[src/rtl/sprite_dma_sequencer.sv]
// Per-sprite vertical sequencer for the 8 sprite DMA channels: issues POS/CTL/DATA/DATB
// requests on sprite slots and decodes POS/CTL words into vstart/vstop.
//
// state   | meaning
// --------+----------------------------------------------------------
// S_FETCH | POS/CTL words are fetched on this sprite's slots
// S_WAIT  | control loaded, waiting for vpos to reach vstart
// S_DATA  | live sprite lines, DATA/DATB fetched on this sprite's slots
// S_DONE  | no further fetches until the next vbl_end
module sprite_dma_sequencer #(
  parameter int VBITS = 9
) (
  input  logic             clk,
  input  logic             reset,
  input  logic [VBITS-1:0] vpos,
  input  logic             line_stb,
  input  logic             vbl_end,
  input  logic             slot_stb,
  input  logic [3:0]       slot,
  input  logic             spren,
  input  logic             dma_ack,
  input  logic [15:0]      data_in,
  output logic             dma_req,
  output logic [2:0]       dma_spr,
  output logic [1:0]       dma_reg,
  output logic [7:0]       spr_armed
);

  typedef enum logic [1:0] {
    S_FETCH = 2'd0,
    S_WAIT  = 2'd1,
    S_DATA  = 2'd2,
    S_DONE  = 2'd3
  } spr_state_t;

  localparam logic [1:0] REG_POS = 2'd0;
  localparam logic [1:0] REG_CTL = 2'd1;

  spr_state_t       state_q  [8];
  spr_state_t       state_d  [8];
  logic [VBITS-1:0] vstart_q [8];
  logic [VBITS-1:0] vstart_d [8];
  logic [VBITS-1:0] vstop_q  [8];
  logic [VBITS-1:0] vstop_d  [8];

  logic             req_d;
  logic [2:0]       spr_d;
  logic [1:0]       reg_d;
  logic             ack_valid;
  logic [7:0]       ctl_hit;
  logic [2:0]       slot_spr;
  logic             slot_w;
  logic [VBITS-1:0] ctl_vstart;
  logic [VBITS-1:0] ctl_vstop;
  logic             unused_data;

  assign slot_spr    = slot[3:1];
  assign slot_w      = slot[0];
  assign ack_valid   = dma_req & dma_ack;
  assign unused_data = ^{data_in[7:3], data_in[0]};

  // Request for the slot arriving now; register selector holds when nothing is issued.
  always_comb begin
    req_d = 1'b0;
    spr_d = dma_spr;
    reg_d = dma_reg;
    if (slot_stb && spren) begin
      if (state_q[slot_spr] == S_FETCH) begin
        req_d = 1'b1;
        spr_d = slot_spr;
        reg_d = {1'b0, slot_w};
      end else if (state_q[slot_spr] == S_DATA) begin
        req_d = 1'b1;
        spr_d = slot_spr;
        reg_d = {1'b1, slot_w};
      end
    end
  end

  // CTL decode keeps the low byte of vstart that POS already delivered.
  always_comb begin
    ctl_vstart      = '0;
    ctl_vstart[7:0] = vstart_q[dma_spr][7:0];
    ctl_vstart[8]   = data_in[2];
    ctl_vstop       = '0;
    ctl_vstop[7:0]  = data_in[15:8];
    ctl_vstop[8]    = data_in[1];
  end

  always_comb begin
    ctl_hit = '0;
    for (int n = 0; n < 8; n++) begin
      ctl_hit[n] = ack_valid && (dma_reg == REG_CTL) && (dma_spr == 3'(n));
    end
  end

  always_comb begin
    for (int n = 0; n < 8; n++) begin
      state_d[n]  = state_q[n];
      vstart_d[n] = vstart_q[n];
      vstop_d[n]  = vstop_q[n];

      if (ack_valid && (dma_spr == 3'(n)) && (dma_reg == REG_POS)) begin
        vstart_d[n][7:0] = data_in[15:8];
      end

      if (ctl_hit[n]) begin
        vstart_d[n] = ctl_vstart;
        vstop_d[n]  = ctl_vstop;
        state_d[n]  = ((ctl_vstart == '0) && (ctl_vstop == '0)) ? S_DONE : S_WAIT;
      end else if (line_stb) begin
        if ((state_q[n] == S_DATA) && (vpos == vstop_q[n])) begin
          state_d[n] = S_FETCH;
        end else if ((state_q[n] == S_WAIT) && (vpos == vstart_q[n])) begin
          state_d[n] = S_DATA;
        end
      end

      if (vbl_end) begin
        state_d[n] = S_FETCH;
      end
    end
  end

  always_ff @(posedge clk) begin
    if (reset) begin
      for (int n = 0; n < 8; n++) begin
        state_q[n]  <= S_DONE;
        vstart_q[n] <= '0;
        vstop_q[n]  <= '0;
      end
      dma_req   <= 1'b0;
      dma_spr   <= '0;
      dma_reg   <= '0;
      spr_armed <= '0;
    end else begin
      for (int n = 0; n < 8; n++) begin
        state_q[n]   <= state_d[n];
        vstart_q[n]  <= vstart_d[n];
        vstop_q[n]   <= vstop_d[n];
        spr_armed[n] <= (state_d[n] == S_DATA);
      end
      dma_req <= req_d;
      dma_spr <= spr_d;
      dma_reg <= reg_d;
    end
  end

endmodule

[config.mk]
export PLATFORM = sky130hd
export DESIGN_NAME = sprite_dma_sequencer
export DESIGN_NICKNAME = d
export VERILOG_FILES = /design/src/rtl/sprite_dma_sequencer.sv
export SDC_FILE = /design/constraint.sdc
export NUM_CORES = 1
export LEC_CHECK = 0
export CAP_MARGIN = 5
export CORE_ASPECT_RATIO = 0.7
export CORE_MARGIN = 2
export CORE_UTILIZATION = 40
export CTS_CLUSTER_DIAMETER = 30
export CTS_CLUSTER_SIZE = 14
export DETAILED_ROUTE_END_ITERATION = 8
export GPL_ROUTABILITY_DRIVEN = 1
export PLACE_DENSITY = 0.61
export SLEW_MARGIN = 20
export SYNTH_ARGS = -nofsm -noshare
export SYNTH_HDL_FRONTEND = slang
export SYNTH_SLANG_ARGS = --single-unit
[constraint.sdc]
create_clock -name clk -period 3.4 [get_ports clk]
set_clock_uncertainty 0.05 [all_clocks]
set_input_delay 0.85 -clock clk [delete_from_list [all_inputs] [get_ports clk]]
set_output_delay 0.85 -clock clk [all_outputs]
set_load 0.01 [all_outputs]
==> impl_results.md <==
- Status: complete, no violations
- 1st-pass router iterations: 5
- Peak supply drop: 357.7 µV
- Hold_buf cts: 0
- Worst-margin pin slew: 737.2 ps
- Mapped Nets: 1083
- Tcrit/Tclk final: 86.86%
- CTS tree: built
- DR WL/cell: 21.95 µm
- Asr flop ratio synth: 0%
- Num ports: 50
- Final Slew Violations: 0
- Via count: 8157
- Met3 Wirelength: 3.530 mm
- Critical Path Start Type: input pin
- Metal1 wirelength: 13.92 mm
- Finished Cell Area: 10360 µm²
- NumNets Final: 1110
- Top cell type's share of synthesized area: 39.83%
- Post-synth EDFFs: 0
- Seq cells post-synth: 177
- Clk_lat worst skew: 450 ps
- Synth-to-Final Area Change: 16.43%
- Starting Density: 40.93%
- Most common cell after layout, fill and taps aside: nand2_1
- Max layer used: met4
- Critical Path AT: 3220 ps
- Synth unique cells: 44
- Final WL: 30.04 mm
- Mapped cell area: 8896 µm²
- # setup viols final: 0
- Gr ovfl total: 0
- Worst path max stage delay: 610 ps
- Max Fclk: 338.6 MHz
- Share of layout cells above drive strength 1: 11.41%
- Die span in y: 128.8 µm
- All-layer global routing usage: 26.36%
- Final hold violation count: 0
- Resized cells post-CTS: 0
- Antenna violations before repair: 1
- Critical path class: in2reg
- Pleak: 3.666 nW
- Via/cell ratio: 5.958
- Clock buffers created by TritonCTS: 17
- CP delay by family, top: multiplexers
- Worst path cell trace: clkdlybuf4s50_1 > mux4_2 > mux2i_1 > and3_1 > mux2i_1 > nor2_1
- CP max-delay cell: clkdlybuf4s50_1
- Mean Syn Cell Area: 8.497 µm²
- Worst hold-check path type: reg2reg
- Die area: 23470 µm²
- Die width: 182.2 µm
- Required time of the critical path: 3660 ps
- Initial DRC count: 1090
- DR DRC count: 0
- Relative slew slack: 50.79%
- Power per cell area: 439.3 nW/µm²
- Routed Antenna Nets: 0
- Vias in the first global route: 7538
- GPL Wtd Cong: 0.9693
- Core area: 21730 µm²
- Top cells by area, synth: dfxtp_1 (40%), xor2_1 (9.7%), nand2_1 (7.5%)
- Setup TNS: 0 ps
- Core Rows: 45
- Clk root buf: clkbuf_16
- Placed cell areas: 9786 µm²
- Dpl ws: 44.94 ps
- Synth Flop Type: dfxtp_1
- CP Capture Type: flip-flop
- Largest net degree at the start of global routing: 53
- Most frequent cells in the layout: nand2_1 (177), dfxtp_1 (176), a21oi_1 (102)
- # H-tree levels: 4
- Tot Pwr: 0.004550 W
- Crit-path max FO: 7
- Worst setup margin: 446.8 ps
- RSZ-0062 raised after global routing: false
- Max-cap violations: 0
- Setup bufs post-CTS: 0
- Number of diodes: 0
- Crit-path most repeated cell: mux2i_1
- CTS Sinks: 177
- # fillers: 2146
- Min cycle time layout: 2953 ps
- CTS Buffer Depth: 2
- Post-synthesis cell count: 1047
- Sequential fraction of the synthesis area: 39.83%
- Finished Layout Cells: 1369
- Number of port buffers: 43
- Largest registers: vstart_q x72, vstop_q x72, state_q x16
- First-pass GRT wire length: 45.80 mm
- Final HPWL DP: 21.23 mm
- Yosys warns: 0
- Synth area leader: dfxtp_1
- Cells after DPL: 1337
- Worst path bufs/invs: 1
- WL met2: 12.20 mm
- Reg clk slew, reported paths: 80 ps
==> layer usage <==
layer / up-vias / global-route usage (%)
met5: - / 0
li1: 3722 / -
met4: 0 / 6.973
met3: 33 / 6.850
met1: 3953 / 39.70
met2: 449 / 36.98
==> tightest hold or removal path, stage by stage (launching register included) <==
cell     delay (ps)
dfxtp_1         320
nand2_1          50
a21oi_1          50
==> synth_stat cells, types with 5 or more instances <==
master,number
and3_1,5
dfxtp_1,177
mux4_2,22
o21ai_0,18
nor2_1,36
a21oi_1,102
buf_2,21
o31ai_1,5
a311o_1,6
o221ai_1,7
o22ai_1,32
nand4_1,12
xnor2_1,45
nor4_1,29
nor3_1,20
nand2_1,177
inv_1,5
xor2_1,99
mux2i_1,27
nand3_1,88
clkbuf_1,66
==> through the flow <==
stage                     hold slack (ps)  util (%)
after floorplan                     397.8         -
after global routing                429.0     47.66
after detailed placement            408.4     45.03
after CTS                           417.7     47.66
after global placement              403.4     45.03
final                               418.1     47.66
==> worst paths after layout <==
check | from | end | slack [ps] | cells after the start
max | slot[1] | flip-flop | 450 | 6
min | vstop_q[0][26] | vstop_q[0][26] | 420 | 2
max reg2reg | flip-flop | state_q[2][1] | 870 | 6
min reg2reg | vstop_q[0][26] | vstop_q[0][26] | 420 | 2
==> power breakdown <==
part | total, W | leakage [nW] | switching (W) | internal [W]
registers | 0.00213 | 1.43 | 0.0000366 | 0.00209
clock network | 0.00195 | 0.280 | 0.000973 | 0.000974
logic | 0.000472 | 1.95 | 0.000287 | 0.000185
total | 0.00455 | 3.67 | 0.00130 | 0.00325
==> cell families after synthesis <==
family          Yosys count  synth area share [%]
compound gates          190                 12.57
simple gates            386                 19.96
flops                   177                 39.83
mux                      49                 8.608
buf+inv                 101                 4.852
xor+xnor                144                 14.18
==> area by class of cell <==
cell class              count  area (µm²)  share of cell area (%)
repair buffers            104       935.9                   9.036
clock inverters            15       146.4                   1.413
clock buffers              17       425.4                   4.107
well taps                 282       352.8                   3.407
multi-input cells         769        4931                   47.61
flip-flops and latches    177        3547                   34.25
inverters                   5       18.77                  0.1812
Power figures use the tool's default switching activity.
